<file path="config.mk">
export PLATFORM = sky130hd
export DESIGN_NAME = reg_file_banked
export DESIGN_NICKNAME = d
export VERILOG_FILES = /design/src/rtl/reg_file_banked.sv
export SDC_FILE = /design/constraint.sdc
export NUM_CORES = 1
export LEC_CHECK = 0
export ABC_AREA = 0
export CAP_MARGIN = 10
export CORE_MARGIN = 4
export CORE_UTILIZATION = 60
export DETAILED_ROUTE_END_ITERATION = 10
export HOLD_SLACK_MARGIN = 0.15
export MAX_ROUTING_LAYER = met4
export PLACE_DENSITY = 0.85
export SLEW_MARGIN = 20
export SYNTH_ARGS = -nofsm -noshare
export SYNTH_HDL_FRONTEND = slang
export SYNTH_SLANG_ARGS = --single-unit
</file>
<file path="constraint.sdc">
create_clock -name clk -period 5.5 [get_ports clk]
set_clock_uncertainty 0.2 [all_clocks]
set_input_delay 1.65 -clock clk [delete_from_list [all_inputs] [get_ports clk]]
set_output_delay 1.65 -clock clk [all_outputs]
set_load 0.02 [all_outputs]
</file>
<file path="src/rtl/reg_file_banked.sv">
// Banked register file for the single-cycle datapath.
// User bank: two registered read ports with write-first bypass and a hardwired zero register.
// Reserved bank: six scratch registers on the sys port, PC and CPSR with dedicated controls.
module reg_file_banked #(
    parameter int              DATA_W   = 32,
    parameter int              ADDR_W   = 3,
    parameter int              ZERO_REG = 7,
    parameter logic [DATA_W-1:0] PC_RESET = '0,
    parameter logic [DATA_W-1:0] PC_STEP  = DATA_W'(4)
) (
    input  logic              clk,
    input  logic              rst,
    input  logic [ADDR_W-1:0] rd_addr1,
    input  logic [ADDR_W-1:0] rd_addr2,
    output logic [DATA_W-1:0] rd_data1,
    output logic [DATA_W-1:0] rd_data2,
    input  logic              wr_en,
    input  logic [ADDR_W-1:0] wr_addr,
    input  logic [DATA_W-1:0] wr_data,
    input  logic              pc_inc,
    input  logic              pc_load,
    input  logic [DATA_W-1:0] pc_load_val,
    output logic [DATA_W-1:0] pc,
    input  logic              flags_we,
    input  logic [3:0]        flags_in,
    output logic [DATA_W-1:0] cpsr,
    input  logic [2:0]        sys_addr,
    input  logic              sys_wr_en,
    input  logic [DATA_W-1:0] sys_wr_data,
    output logic [DATA_W-1:0] sys_rd_data
);

    localparam int DEPTH = 2 ** ADDR_W;
    // Zero register only exists when its index falls inside the user bank.
    localparam bit                ZERO_EN  = (ZERO_REG >= 0) && (ZERO_REG < DEPTH);
    localparam logic [ADDR_W-1:0] ZERO_IDX = ADDR_W'(ZERO_REG);

    logic [DATA_W-1:0] user_regs [DEPTH];
    logic [DATA_W-1:0] sys_regs  [6];
    logic [3:0]        nzcv;

    logic              user_wr_ok;
    logic              sys_wr_ok;
    logic              zero_rd1;
    logic              zero_rd2;
    logic [DATA_W-1:0] rd_next1;
    logic [DATA_W-1:0] rd_next2;
    logic [DATA_W-1:0] sys_next;

    assign user_wr_ok = wr_en && !(ZERO_EN && (wr_addr == ZERO_IDX));
    assign sys_wr_ok  = sys_wr_en && (sys_addr < 3'd6);
    assign zero_rd1   = ZERO_EN && (rd_addr1 == ZERO_IDX);
    assign zero_rd2   = ZERO_EN && (rd_addr2 == ZERO_IDX);

    assign cpsr = {nzcv, {(DATA_W-4){1'b0}}};

    // Next read values: zero register first, then same-edge write bypass, then storage.
    always_comb begin
        rd_next1 = user_regs[rd_addr1];
        rd_next2 = user_regs[rd_addr2];
        sys_next = '0;
        if (zero_rd1)
            rd_next1 = '0;
        else if (wr_en && (wr_addr == rd_addr1))
            rd_next1 = wr_data;
        if (zero_rd2)
            rd_next2 = '0;
        else if (wr_en && (wr_addr == rd_addr2))
            rd_next2 = wr_data;
        case (sys_addr)
            3'd6:    sys_next = pc;
            3'd7:    sys_next = cpsr;
            default: sys_next = (sys_wr_en) ? sys_wr_data : sys_regs[sys_addr];
        endcase
    end

    // User bank storage and registered read ports.
    always_ff @(posedge clk) begin
        if (rst) begin
            for (int i = 0; i < DEPTH; i++)
                user_regs[i] <= '0;
            rd_data1 <= '0;
            rd_data2 <= '0;
        end else begin
            if (user_wr_ok)
                user_regs[wr_addr] <= wr_data;
            rd_data1 <= rd_next1;
            rd_data2 <= rd_next2;
        end
    end

    // Reserved scratch storage and registered sys read port; PC/CPSR are not sys-writable.
    always_ff @(posedge clk) begin
        if (rst) begin
            for (int i = 0; i < 6; i++)
                sys_regs[i] <= '0;
            sys_rd_data <= '0;
        end else begin
            if (sys_wr_ok)
                sys_regs[sys_addr] <= sys_wr_data;
            sys_rd_data <= sys_next;
        end
    end

    // PC: load beats increment; increment wraps modulo 2**DATA_W.
    always_ff @(posedge clk) begin
        if (rst)
            pc <= PC_RESET;
        else if (pc_load)
            pc <= pc_load_val;
        else if (pc_inc)
            pc <= pc + PC_STEP;
    end

    // CPSR NZCV field; the remaining bits are tied to zero.
    always_ff @(posedge clk) begin
        if (rst)
            nzcv <= '0;
        else if (flags_we)
            nzcv <= flags_in;
    end

endmodule

</file>
==> results of run 1 <==
## placed cells by master (no fill, tap or decap), drive strengths merged, types with 3 or more instances in the layout
cell,count
and2,292
xor2,5
inv,51
nand4,18
o2111ai,13
buf,67
o21ai,18
a311oi,11
or2,12
o22a,9
a22oi,9
edfxtp,448
or3,9
a31oi,5
nor3,15
and3,26
xnor2,12
o31ai,86
a211oi,10
clkdlybuf4s50,240
a21oi,131
and4,5
nand3,15
conb,60
nand2b,8
clkinv,17
nor4,7
or4,7
clkbuf,83
bufinv,6
nand2,65
a221oi,19
nor2,137
nor2b,14
dfxtp,132
mux4,128
o221ai,3
mux2i,142
nand3b,20
nor3b,5
## area by class of cell
type	instances	area share, %
sequential	580	49.4
multi-input combinational	1340	32.7
timing repair buffer	307	9.11
clock buffer	83	4.93
tap	600	2.31
clock inverter	25	0.922
inverter	51	0.588
antenna	2	0.0154
## cell usage after synthesis (all sizes together) (18+ instances only)
cell,n
mux4,128
nand4,18
o31ai,86
dfxtp,132
buf,61
and3,26
o21ai,18
mux2i,142
and2,292
nand2,65
inv,49
a221oi,19
a21oi,131
nand3b,20
clkbuf,137
nor2,137
edfxtp,448
## worst paths after layout
path | start | to | cells past startpoint
worst max-delay path | wr_addr[1] | rd_data1[4] | 5
worst min register to register | pc[1] | sys_rd_data[1] | 2
worst max register to register | pc[6] | pc[27] | 4
worst min-delay path | pc[1] | sys_rd_data[1] | 2
## kinds of logic after synthesis
logic type      count (synthesis)  share of synthesized area [%]
simple gates                  659                           13.4
flops                         580                           58.5
compound gates                332                           7.98
mux                           271                           15.7
buf+inv                       249                           3.86
xor+xnor                       17                          0.541
fa+ha+maj                       1                         0.0455
other cells                     1                         0.0136
## state kept, by name, summed over array words and instances (netlist names)
signal and cells:
nzcv 4, pc 32, rd_data1 32, rd_data2 32, sys_rd_data 32, sys_regs 192, user_regs 256
## power by group
group / switching (mW) / leakage, nW / internal, mW
Sequential: 0.168 / 5.40 / 5.03
Combinational: 0.762 / 5.51 / 0.578
Clock: 1.68 / 0.923 / 2.31
Total: 2.62 / 11.8 / 7.92
## per-stage QoR
stage | hold WS, ps | std cells | instance area, um2
after CTS | 350 | 2986 | 32600
after global placement | 303 | 2878 | 30600
after detailed placement | 328 | 2878 | 30600
final | 332 | 2988 | 32600
after floorplan | 372 | 2169 | 27700
after global routing | 368 | 2987 | 32600
## per-layer routing
metal	vias up	global-route usage, %	routed length [um]
li1	8310	-	-
met1	9679	41.1	27200
met2	1486	50.6	38000
met3	291	6.49	9570
met4	0	13.6	3750
met5	-	-	0
## worst register-to-register path, cell delays in order (launching register included)
cell and delay, ps:
sky130_fd_sc_hd__dfxtp_1 590, sky130_fd_sc_hd__nand4_1 350, sky130_fd_sc_hd__nor4_1 950, sky130_fd_sc_hd__and3_1 270
sky130_fd_sc_hd__o221ai_1 130
==> reports/metrics.cfg, run 1 <==
[run_status]
status=complete, no violations

[cells_and_area]
syn2layout_area_growth_pct=18.4
num-fill-cells=2836
multi_input_comb_area_um2=10600
finalNetCount=2457
seq_area_um2=16100
final_core_util_pct=71.7
drive_above_1_share_pct=13.0

[timing]
number_of_pins_exceeding_their_max_slew_limit_in_the_final_report=0
tightestPinTransition_ps=1070
hold_violations=0
finalWorstSetupSlack_ps=1570
final_layout_setup_total_negative_slack_ps=0
layout_min_cycle_time_ps=3930
timing.slew.headroom_pct=28.5
finalSetupViolCount=0
fmax_mhz=255
final_min_period_over_clock_period_pct=71.4
rsz0062_at_grt=no

[logic_synthesis]
synth_top_cell_by_area=sky130_fd_sc_hd__edfxtp_1
gate_count_post_synth=2110
synth.lib_cells_used.distinct=59
synth-edff-count=448
synth_top_area_share_pct=48.9
synth_flop_cell=sky130_fd_sc_hd__edfxtp_1
synth_sequential_area_ratio_pct=58.5
area_of_the_mapped_netlist_um2=27500
leading_cell_types_by_total_area_after_synthesis=sky130_fd_sc_hd__edfxtp_1, sky130_fd_sc_hd__mux4_2, sky130_fd_sc_hd__dfxtp_1
postSynth.asyncResetShare_pct=0
synth-warning-count=0
postSynthRegisterBits=580
synth.avg_cell_area_um2=13.0

[worst_setup_path]
startpoint_class_of_the_critical_path=input pin
crit_path_top_delay_cell=sky130_fd_sc_hd__or2_2
crit_path_max_fanout=32
cp_data_required_time_ps=5830
crit_family=simple AND/OR/NAND/NOR gates
timing.critical_path.cells=clkdlybuf4s50_1 > nand3_1 > nand3b_1 > or2_2 > a21oi_1
timing.reg2reg.setup_slack_ps=2870
critical_path_arrival_ps=4250
path_buf_inv=1
criticalPathCategory=in2reg
cp-end-kind=flop
cp_slowest_stage_delay_ps=860

[routing]
vias=19800
wl_per_cell_um=26.3
drt-initial-drc-count=2886
drt_wl_total_mm=78.5
viasPerCell=6.62
detail_route.drc_violations=0
antenna_left=0
firstDrtPassIters=6

[clock_network]
post_cts_buffers=0
cts_tree=built
clk_pin_slew_worst_paths_ps=60
htree_num_levels=2
cts_hold_repair.buffers=0
cts.repair.resized=0
clockRootBuffer=sky130_fd_sc_hd__clkbuf_16
number_of_clock_buffers_inserted_by_tritoncts=57
clock_insertion_delay_worst_skew_ps=640
cts-root-to-sink-buffers=3
clock_tree_sinks=580

[worst_hold_path]
hold_class=reg2reg

[power_and_ir_drop]
leakage_nw=11.8
report.power.total_mw=10.5
vdd.ir_drop.worst_mv=0.341
cellPowerDensity_nw_per_um2=324

[floorplan]
die_w_um=222
die_area_um2=49300
rows=78
die_h_um=222
initial_core_util_pct=60.6
num_io_pins=279
coreArea_um2=45400

[global_route]
grt_max_degree=88
grt_antenna_before_repair=1
groute.usage.overall_pct=32.1
global_route.overflow_total=0
grt_pass1_wl_mm=119
first_global_vias=19800

[placement]
routabilityCongestion=0.955
place_worst_setup_slack_ps=1060
detailed_place_hpwl_mm=48.2
port_buffers=250

[job]
timing.max_cap.violations=0

(Power assumes the default switching activity.)
==> inputs of run 2 (changes only) <==
--- a/config.mk
+++ b/config.mk
@@ -8,11 +8,11 @@
 export ABC_AREA = 0
 export CAP_MARGIN = 10
 export CORE_MARGIN = 4
-export CORE_UTILIZATION = 60
+export CORE_UTILIZATION = 57
 export DETAILED_ROUTE_END_ITERATION = 10
 export HOLD_SLACK_MARGIN = 0.15
 export MAX_ROUTING_LAYER = met4
-export PLACE_DENSITY = 0.85
+export PLACE_DENSITY = 0.81
 export SLEW_MARGIN = 20
 export SYNTH_ARGS = -nofsm -noshare
 export SYNTH_HDL_FRONTEND = slang
==> constraint.sdc (replaced) <==
create_clock -name clk -period 3.8 [get_ports clk]
set_clock_uncertainty 0.2 [all_clocks]
set_input_delay 1.14 -clock clk [delete_from_list [all_inputs] [get_ports clk]]
set_output_delay 1.14 -clock clk [all_outputs]
set_load 0.02 [all_outputs]
==> reports/metrics.cfg, run 2 (synthesis results as in run 1) <==
[run_status]
status=complete, no violations  ; unchanged

[cells_and_area]
layout.cells.most_common_list=sky130_fd_sc_hd__edfxtp_1, sky130_fd_sc_hd__and2_1, sky130_fd_sc_hd__clkdlybuf4s50_1  ; unchanged
drive_above_1_share_pct=14.2  ; was 13.0%
biggestRegsByFlops=user_regs x256, sys_regs x192  ; unchanged
largest-register=user_regs  ; unchanged
syn2layout_area_growth_pct=19.6  ; was 18.4%
num-fill-cells=3234  ; was 2836
largest_reg_flops=256  ; unchanged
finalNetCount=2482  ; was 2457
final_cell_area_um2=32900  ; was 32600 um2
mostFrequentLayoutCell=sky130_fd_sc_hd__edfxtp_1  ; unchanged

[placement]
port_buffers=250  ; unchanged
detailed_place.area_um2=31000  ; was 30600 um2
detailed_place_hpwl_mm=49.1  ; was 48.2 mm
routabilityCongestion=0.943  ; was 0.955
place_worst_setup_slack_ps=314  ; was 1060 ps

[clock_network]
htree_num_levels=2  ; unchanged
cts-root-to-sink-buffers=3  ; unchanged
clk_pin_slew_worst_paths_ps=60  ; about the same
cts_hold_repair.buffers=0  ; unchanged
cts.repair.resized=0  ; unchanged
number_of_clock_buffers_inserted_by_tritoncts=57  ; unchanged
cts_tree=built  ; unchanged
clockRootBuffer=sky130_fd_sc_hd__clkbuf_16  ; unchanged
post_cts_buffers=0  ; unchanged
clock_insertion_delay_worst_skew_ps=640  ; about the same
clock_tree_sinks=580  ; unchanged

[timing]
number_of_pins_exceeding_their_max_slew_limit_in_the_final_report=0  ; unchanged
hold_violations=0  ; unchanged
timing.slew.headroom_pct=38.3  ; was 28.5%
finalWorstSetupSlack_ps=361  ; was 1570 ps
fmax_mhz=291
final_layout_setup_total_negative_slack_ps=0  ; unchanged
final_min_period_over_clock_period_pct=90.5
fin_hold_ws_ps=315  ; was 332 ps
finalSetupViolCount=0  ; unchanged
rsz0062_at_grt=no  ; unchanged
tightestPinTransition_ps=917  ; was 1070 ps
layout_min_cycle_time_ps=3440

[worst_setup_path]
crit_path_max_fanout=9  ; was 32
startpoint_class_of_the_critical_path=flop  ; was input pin
cp_slowest_stage_delay_ps=770  ; was 860 ps
crit_family=buffers and inverters  ; was simple AND/OR/NAND/NOR gates
cp_data_required_time_ps=2460  ; was 5830 ps
crit_path_top_delay_cell=sky130_fd_sc_hd__clkdlybuf4s50_1  ; was sky130_fd_sc_hd__or2_2
timing.critical_path.cells=clkdlybuf4s50_1  ; was clkdlybuf4s50_1 > nand3_1 > nand3b_1 > or2_2 > a21oi_1
critical_path_arrival_ps=2100  ; was 4250 ps
criticalPathCategory=reg2out  ; was in2reg
path_buf_inv=1  ; unchanged
cp-end-kind=primary output  ; was flop
reg2reg_depth=4  ; unchanged
critical_path_depth=1  ; was 5

[global_route]
grt_max_degree=64  ; was 88
grt_pass1_wl_mm=118  ; was 119 mm
first_global_vias=19900  ; was 19.8k
global_route.overflow_total=0  ; unchanged
groute.usage.overall_pct=30.8  ; was 32.1%
grt_antenna_before_repair=2  ; was 1

[routing]
detail_route.drc_violations=0  ; unchanged
antenna_left=0  ; unchanged
viasPerCell=6.54  ; was 6.62
drt_wl_total_mm=78.6  ; was 78.5 mm
drt-initial-drc-count=2757  ; was 2886
firstDrtPassIters=6  ; unchanged
vias=19800  ; about the same
wl_per_cell_um=26.0  ; was 26.3 um

[floorplan]
die_area_um2=51800  ; was 49300 um2
die_w_um=228  ; was 222 um
coreArea_um2=47700  ; was 45400 um2
num_io_pins=279  ; unchanged
initial_core_util_pct=57.6  ; was 60.6%
rows=80  ; was 78
die_h_um=228  ; was 222 um

[power_and_ir_drop]
report.power.total_mw=15.2  ; was 10.5 mW
switching_share_pct=25.2  ; was 24.8%
cellPowerDensity_nw_per_um2=463  ; was 324 nW/um2
power.combinational.fraction_pct=12.9  ; was 12.7%
cellInternalPower_mw=11.4  ; was 7.92 mW
leakage_nw=12.0  ; was 11.8 nW
net-switching-power_mw=3.83  ; was 2.62 mW
power.sequential.fraction_pct=49.4  ; about the same
clk_network_pwr_share_pct=37.7  ; was 37.9%
vdd.ir_drop.worst_mv=0.513  ; was 0.341 mV

[job]
timing.max_cap.violations=0  ; unchanged

[worst_hold_path]
hold_class=reg2reg  ; unchanged
min_delay_path_depth=2  ; unchanged

## run 2: area by class of cell
class | count | area [um2] | area share [%]
Inverter | 51 | 191 | 0.582
Antenna cell | 2 | 5.00 | 0.0152
Timing Repair Buffer | 332 | 3290 | 10.0
Sequential cell | 580 | 16100 | 48.9
Multi-Input combinational cell | 1340 | 10700 | 32.4
Tap cell | 615 | 769 | 2.34
Clock inverter | 33 | 343 | 1.04
Clock buffer | 75 | 1570 | 4.76
## run 2: final timing paths
kind | from | to | slack, ps
setup reg to reg | pc[5] | pc[27] | 1230
hold / removal | pc[1] | sys_rd_data[1] | 320
setup / recovery | pc[25] | pc[25] | 360
hold reg to reg | pc[1] | sys_rd_data[1] | 320
## run 2: through the flow
step / std cells / util, %
2_1_floorplan: 2169 / -
3_3_place_gp: 2918 / 64.9
3_5_place_dp: 2918 / 64.9
4_1_cts: 3026 / 68.9
5_1_grt: 3028 / 68.9
6_report: 3028 / 68.9
## run 2: routing by layer
metal	track usage (%)	vias up	part of all wire (%)
met3	5.34	232	11
met5	-	-	0
met1	40.1	9851	36
li1	-	8354	-
met2	49.1	1365	49
met4	12.0	0	4.0
## run 2: power by group through the flow
stage | clock network (mW) | registers (mW) | logic [mW]
floorplan | 0 | 7.70 | 0.982
global placement | 0 | 7.61 | 1.90
detailed placement | 0 | 7.64 | 1.93
CTS | 5.77 | 7.52 | 1.95
global route | 6.02 | 7.56 | 2.08
finish | 5.74 | 7.53 | 1.97
